==> src/rtl/branch_predict_unit.sv <==
// Branch resolution and prediction unit: a direct-mapped 2-bit counter table with BTB
// targets feeds the fetch-side prediction, while the execute side resolves control ops.
module branch_predict_unit #(
    parameter int XLEN      = 32,
    parameter int BHT_DEPTH = 64,
    parameter int CNT_W     = 32
) (
    input  logic             i_clk,
    input  logic             i_rst_n,
    input  logic [XLEN-1:0]  i_f_pc,
    output logic             o_f_pred_taken,
    output logic [XLEN-1:0]  o_f_pred_pc,
    input  logic             i_ex_valid,
    input  logic [XLEN-1:0]  i_ex_pc,
    input  logic [6:0]       i_ex_opcode,
    input  logic [2:0]       i_ex_func_3,
    input  logic [11:0]      i_imm_12_i,
    input  logic [19:0]      i_imm_20,
    input  logic [11:0]      i_imm_12_b,
    input  logic [XLEN-1:0]  i_rs_1,
    input  logic [XLEN-1:0]  i_rs_2,
    input  logic             i_ex_pred_taken,
    input  logic [XLEN-1:0]  i_ex_pred_pc,
    input  logic             i_stall,
    output logic             o_b_valid,
    output logic             o_b_taken,
    output logic [XLEN-1:0]  o_b_pc,
    output logic [XLEN-1:0]  o_link,
    output logic             o_mispredict,
    output logic [XLEN-1:0]  o_redirect_pc,
    output logic             o_illegal,
    output logic [CNT_W-1:0] o_mispred_cnt
);

    localparam int IDX_W = $clog2(BHT_DEPTH);
    localparam logic [6:0] OP_BRANCH = 7'b1100011;
    localparam logic [6:0] OP_JAL    = 7'b1101111;
    localparam logic [6:0] OP_JALR   = 7'b1100111;

    logic [1:0]           cnt_q       [BHT_DEPTH];
    logic [XLEN-1:0]      btbTarget_q [BHT_DEPTH];
    logic [BHT_DEPTH-1:0] btbValid_q;

    logic             bValid_q, bTaken_q, mispred_q, illegal_q;
    logic [XLEN-1:0]  bPc_q, link_q, redirect_q;
    logic [CNT_W-1:0] mispredCnt_q, mispredCnt_d;

    logic [IDX_W-1:0] fIdx, exIdx;
    logic             isJal, isJalr, isBranch, isCtrl;
    logic             f3Illegal, brIllegal, brCond;
    logic             exTaken, exMispred, resValid, tblUpdate;
    logic [XLEN-1:0]  immI, immB, immJ, exTarget, exLink, exRedirect;

    assign fIdx           = i_f_pc[IDX_W+1:2];
    assign o_f_pred_taken = btbValid_q[fIdx] & cnt_q[fIdx][1];
    assign o_f_pred_pc    = o_f_pred_taken ? btbTarget_q[fIdx] : i_f_pc + XLEN'(4);

    assign immI = {{(XLEN-12){i_imm_12_i[11]}}, i_imm_12_i};
    assign immB = {{(XLEN-13){i_imm_12_b[11]}}, i_imm_12_b, 1'b0};
    assign immJ = {{(XLEN-21){i_imm_20[19]}}, i_imm_20, 1'b0};

    assign isJal    = (i_ex_opcode == OP_JAL);
    assign isJalr   = (i_ex_opcode == OP_JALR);
    assign isBranch = (i_ex_opcode == OP_BRANCH);
    assign isCtrl   = isJal | isJalr | isBranch;
    assign exIdx    = i_ex_pc[IDX_W+1:2];
    assign exLink   = i_ex_pc + XLEN'(4);

    always_comb begin
        brCond    = 1'b0;
        f3Illegal = 1'b0;
        case (i_ex_func_3)
            3'b000:  brCond = (i_rs_1 == i_rs_2);
            3'b001:  brCond = (i_rs_1 != i_rs_2);
            3'b100:  brCond = ($signed(i_rs_1) <  $signed(i_rs_2));
            3'b101:  brCond = ($signed(i_rs_1) >= $signed(i_rs_2));
            3'b110:  brCond = (i_rs_1 <  i_rs_2);
            3'b111:  brCond = (i_rs_1 >= i_rs_2);
            default: f3Illegal = 1'b1;
        endcase
    end

    // Resolve target and direction; illegal branches never count as taken or mispredicted
    always_comb begin
        brIllegal = isBranch & f3Illegal;
        exTaken   = isJal | isJalr | (isBranch & brCond & ~f3Illegal);
        if (isJalr) begin
            exTarget = (i_rs_1 + immI) & ~XLEN'(1);
        end else if (isJal) begin
            exTarget = i_ex_pc + immJ;
        end else begin
            exTarget = i_ex_pc + immB;
        end
        exRedirect = exTaken ? exTarget : exLink;
        exMispred  = isCtrl & ~brIllegal &
                     ((exTaken != i_ex_pred_taken) ||
                      (exTaken && i_ex_pred_taken && (exTarget != i_ex_pred_pc)));
        resValid   = i_ex_valid & isCtrl;
        tblUpdate  = resValid & ~i_stall & ~brIllegal;
    end

    always_comb begin
        mispredCnt_d = mispredCnt_q;
        if (resValid && exMispred && (mispredCnt_q != '1)) begin
            mispredCnt_d = mispredCnt_q + CNT_W'(1);
        end
    end

    always_ff @(posedge i_clk or negedge i_rst_n) begin
        if (!i_rst_n) begin
            bValid_q     <= 1'b0;
            bTaken_q     <= 1'b0;
            bPc_q        <= '0;
            link_q       <= '0;
            mispred_q    <= 1'b0;
            redirect_q   <= '0;
            illegal_q    <= 1'b0;
            mispredCnt_q <= '0;
        end else if (!i_stall) begin
            bValid_q     <= resValid;
            bTaken_q     <= resValid & exTaken;
            bPc_q        <= resValid ? exTarget : '0;
            link_q       <= resValid ? exLink : '0;
            mispred_q    <= resValid & exMispred;
            redirect_q   <= resValid ? exRedirect : '0;
            illegal_q    <= resValid & brIllegal;
            mispredCnt_q <= mispredCnt_d;
        end
    end

    // Counters start weakly not-taken; a not-taken resolution never touches the BTB entry
    always_ff @(posedge i_clk or negedge i_rst_n) begin
        if (!i_rst_n) begin
            for (int i = 0; i < BHT_DEPTH; i++) begin
                cnt_q[i] <= 2'b01;
            end
            btbValid_q <= '0;
        end else if (tblUpdate) begin
            if (exTaken) begin
                cnt_q[exIdx]      <= (cnt_q[exIdx] == 2'b11) ? 2'b11 : cnt_q[exIdx] + 2'b01;
                btbValid_q[exIdx] <= 1'b1;
            end else if (isBranch) begin
                cnt_q[exIdx] <= (cnt_q[exIdx] == 2'b00) ? 2'b00 : cnt_q[exIdx] - 2'b01;
            end
        end
    end

    always_ff @(posedge i_clk) begin
        if (tblUpdate && exTaken) begin
            btbTarget_q[exIdx] <= exTarget;
        end
    end

    assign o_b_valid     = bValid_q;
    assign o_b_taken     = bTaken_q;
    assign o_b_pc        = bPc_q;
    assign o_link        = link_q;
    assign o_mispredict  = mispred_q;
    assign o_redirect_pc = redirect_q;
    assign o_illegal     = illegal_q;
    assign o_mispred_cnt = mispredCnt_q;

endmodule

==> config.mk <==
export PLATFORM = sky130hd
export DESIGN_NAME = branch_predict_unit
export DESIGN_NICKNAME = d
export VERILOG_FILES = /design/src/rtl/branch_predict_unit.sv
export SDC_FILE = /design/constraint.sdc
export NUM_CORES = 2
export LEC_CHECK = 0
export ABC_AREA = 1
export CORE_MARGIN = 2
export CORE_UTILIZATION = 30
export DETAILED_ROUTE_END_ITERATION = 7
export PLACE_DENSITY = 0.56
export SLEW_MARGIN = 30
export SYNTH_ARGS = -nofsm -noshare
export SYNTH_HDL_FRONTEND = slang
export SYNTH_SLANG_ARGS = --single-unit
==> constraint.sdc <==
create_clock -name i_clk -period 5.3 [get_ports i_clk]
set_input_delay 0.53 -clock i_clk [delete_from_list [all_inputs] [get_ports i_clk]]
set_output_delay 0.53 -clock i_clk [all_outputs]
set_load 0.05 [all_outputs]
==> metrics <==
outcome completed; routability cong. 0.930; hold slack 94.2 ps; CTS Sinks 2372; I/O pins between 300 and 400; Tmin final 5120 ps; First DRT Iteration DRCs between 8000 and 9000; count of flip-flops with a built-in enable after synthesis 2048; Ys Warns 0; vias in the first global route around 76000; top-count cell post-synth edfxtp_1; clock root cell clkbuf_16; hpwl dp 233000 µm; CP Class flop to output port; Cell variety after synth 63; die area 361000 µm²; met1 usage around a quarter; fraction of met2 tracks used by global routing 34.3%; Layout area overhead 18.4%; number of port buffers 383; Layout Skew 65.4 ps; Detail Route Antenna Nets 0; core area about 360000 µm²; via count slightly above 80000; crit path buf inv count 2; cts bufs inserted between 200 and 250; Worst Setup SP cnt_q[53]; setup_tns 0 ps; number of max-cap violations 0; Worst-Skew Late Latency 920 ps; Seq cells post-synth 2372; final setup violation count 0; leak pwr 44.9 nW; worst path cell trace a21oi_1, nor3_1, o311ai_0, nand2_1, nand2_1, o311ai_1, nand2_1, buf_4, nand2_1, nand2_1, buf_12; Power Dens Cells 335 nW/µm²; most area-consuming cells after synthesis edfxtp_1 (58%), nand2_1 (6.9%), dfrtp_1 (6.1%); DRT Pass-1 Iters 6; grt peak-use layer met2; row count 219; ys flop type edfxtp_1; Tot GR Track Use between 20 and 25%; vias per cell 5.20; Setup crit start kind flop; sequential element share of the synthesized area roughly 65%; fin nets 10900; family with the most delay on the worst path simple AND/OR/NAND/NOR gates; grt ovf 0; Worst setup EP type output port; effective utilization at floorplan 30.1%; Cells after Synth 10300; CTS tree done; most frequent cells after synthesis edfxtp_1 (2048), nand2_1 (1962), nor2_1 (1605), o21ai_0 (1161), inv_1 (594); clk slew on worst S/H paths roughly 60 ps; slew margin rel. 19.0%; Chip Height about 600 µm; synthesized area between 100000 and 150000 µm²; most used cell, CP nand2_1; grt met3 use 2.70%; RSZ-0062 raised after global routing false; Synthesized Nets 10600; H-tree levels 4; crit path DAT 4590 ps; hold depth 3; R2R setup slack 2240 ps; DP Cell Count 15100; antenna violations before repair 18; Max Root-Sink Buffers 4; Pwr Total 0.0424 W; Total Wirelength slightly below 400000 µm; drt drc 0; fin crit share 96.5%; hold crit path type primary input to flop; Mapped Avg Cell Area slightly above 10 µm²; Fin. Hold Viols 0; Cell Area, Placed 119000 µm²; RR Startpoint o_mispred_cnt[4]; layout cell share with drive strength beyond 1 under 10%; fin. max-slew vios 0; ys async rst share a little over an eighth; routed length per instance 24.9 µm; end of the critical path o_f_pred_pc[26]; Crit path depth 11; Least-Margin Pin Slew 1220 ps; top cell type's share of synthesized area 57.6%; Die W roughly 600 µm; VDD IR-drop max 0.295 mV; Worst EP required 4770 ps; first-pass GRT wire length 553000 µm; max incr delay on CP ~850 ps; Worst R2R Path Depth 12; slowest CP cell o311ai_0; Layout Cells excl Fill 15600; final instance area approximately 130000 µm²; Synth area leader edfxtp_1; largest net degree at the start of global routing 214; max frequency 195 MHz; reg-to-reg endpoint o_mispred_cnt[19]; Worst Path Max Fanout 17
==> where the power goes <==
part	internal, W	switching [W]	total [W]
Combinational	0.00120	0.00334	0.00454
Sequential	0.0210	0.00000599	0.0210
Clock	0.00967	0.00727	0.0169
Total	0.0318	0.0106	0.0424
==> layer usage <==
metal  share of wire [%]  wire [µm]
met1                  40     155000
met2                  47     184000
met3                 7.0      27100
met4                 5.5      21300
met5              0.0046         18
==> per-stage QoR <==
step / setup WS (ps) / utilization, %
finish: 184 / 35.6
global route: 134 / 35.6
CTS: 141 / 35.6
detailed placement: 186 / 33.4
global placement: 216 / 33.4
floorplan: 921 / -
==> cell families (layout without fill, tap and decap cells) <==
group                      Yosys count  in the layout  share of synthesized area, %
and+or+nand+nor                   4390           4390                          16.9
buffers and inverters             1229           1764                          4.58
xor gates and xnor gates            76             76                         0.623
DFF                               2372           2372                          65.2
other                                0             14                             0
muxes                                1              1                        0.0105
AOI/OAI and AO/OA                 2113           2113                          11.5
adders and majority gates          102            102                          1.21
==> placed cells by master (no fill, tap or decap), types with 14 or more instances in the layout <==
master	count
clkbuf_16	239
nand4_1	122
nor2_4	75
or2_1	47
a31oi_1	39
inv_2	31
xnor2_1	19
clkdlybuf4s50_1	343
clkbuf_1	39
o21ai_0	1160
o211ai_1	72
dfstp_2	64
clkinv_2	48
ha_1	100
inv_1	566
nand2_1	1956
diode_2	14
nor4_1	14
nand3_1	520
xor2_1	55
buf_12	140
o22ai_1	328
o221ai_1	189
clkinv_1	68
nor2_1	1538
edfxtp_1	2048
bufinv_16	27
buf_4	220
a21oi_1	233
nand3b_1	27
nor3_1	51
dfrtp_1	260
a22oi_1	16
==> area by class of cell <==
| class | instances | area, µm² |
|---|---|---|
| Antenna cell | 14 | 35.0 |
| Clock buffer | 288 | 6260 |
| Clock inverter | 142 | 1390 |
| Fill cell | 35400 | 229000 |
| Inverter | 623 | 2390 |
| Multi-Input combinational cell | 6682 | 32800 |
| Sequential cell | 2372 | 69700 |
| Tap cell | 4751 | 5940 |
| Timing Repair Buffer | 711 | 8020 |
==> tightest hold or removal path: cells and delay by family <==
kind          cells  cell delay, ps
buf+inv           1             270
simple gates      2             170
==> timing repair <==
item,CTS,global route
hold endpoints to repair,55,0
gates resized for setup,1,0
setup buffers,0,0
hold buffers,1,0
setup endpoints to repair,1,0
==> state kept, by name, summed over array words and instances (netlist names) <==
name and flops:
o_mispredict 1, o_b_valid 1, o_link 32, o_redirect_pc 32, o_b_pc 32, o_b_taken 1
btbValid_q 64, btbTarget_q 2048, o_illegal 1, o_mispred_cnt 32, cnt_q 128
==> worst min path at each step <==
stage,from,to
floorplan,i_rst_n,btbValid_q[0]
global placement,btbValid_q[58],btbValid_q[58]
detailed placement,btbValid_q[25],btbValid_q[25]
CTS,i_stall,o_link[25]
global route,i_stall,o_redirect_pc[18]
finish,i_stall,o_b_pc[0]
Note: power is estimated with default switching activity, not from simulation.
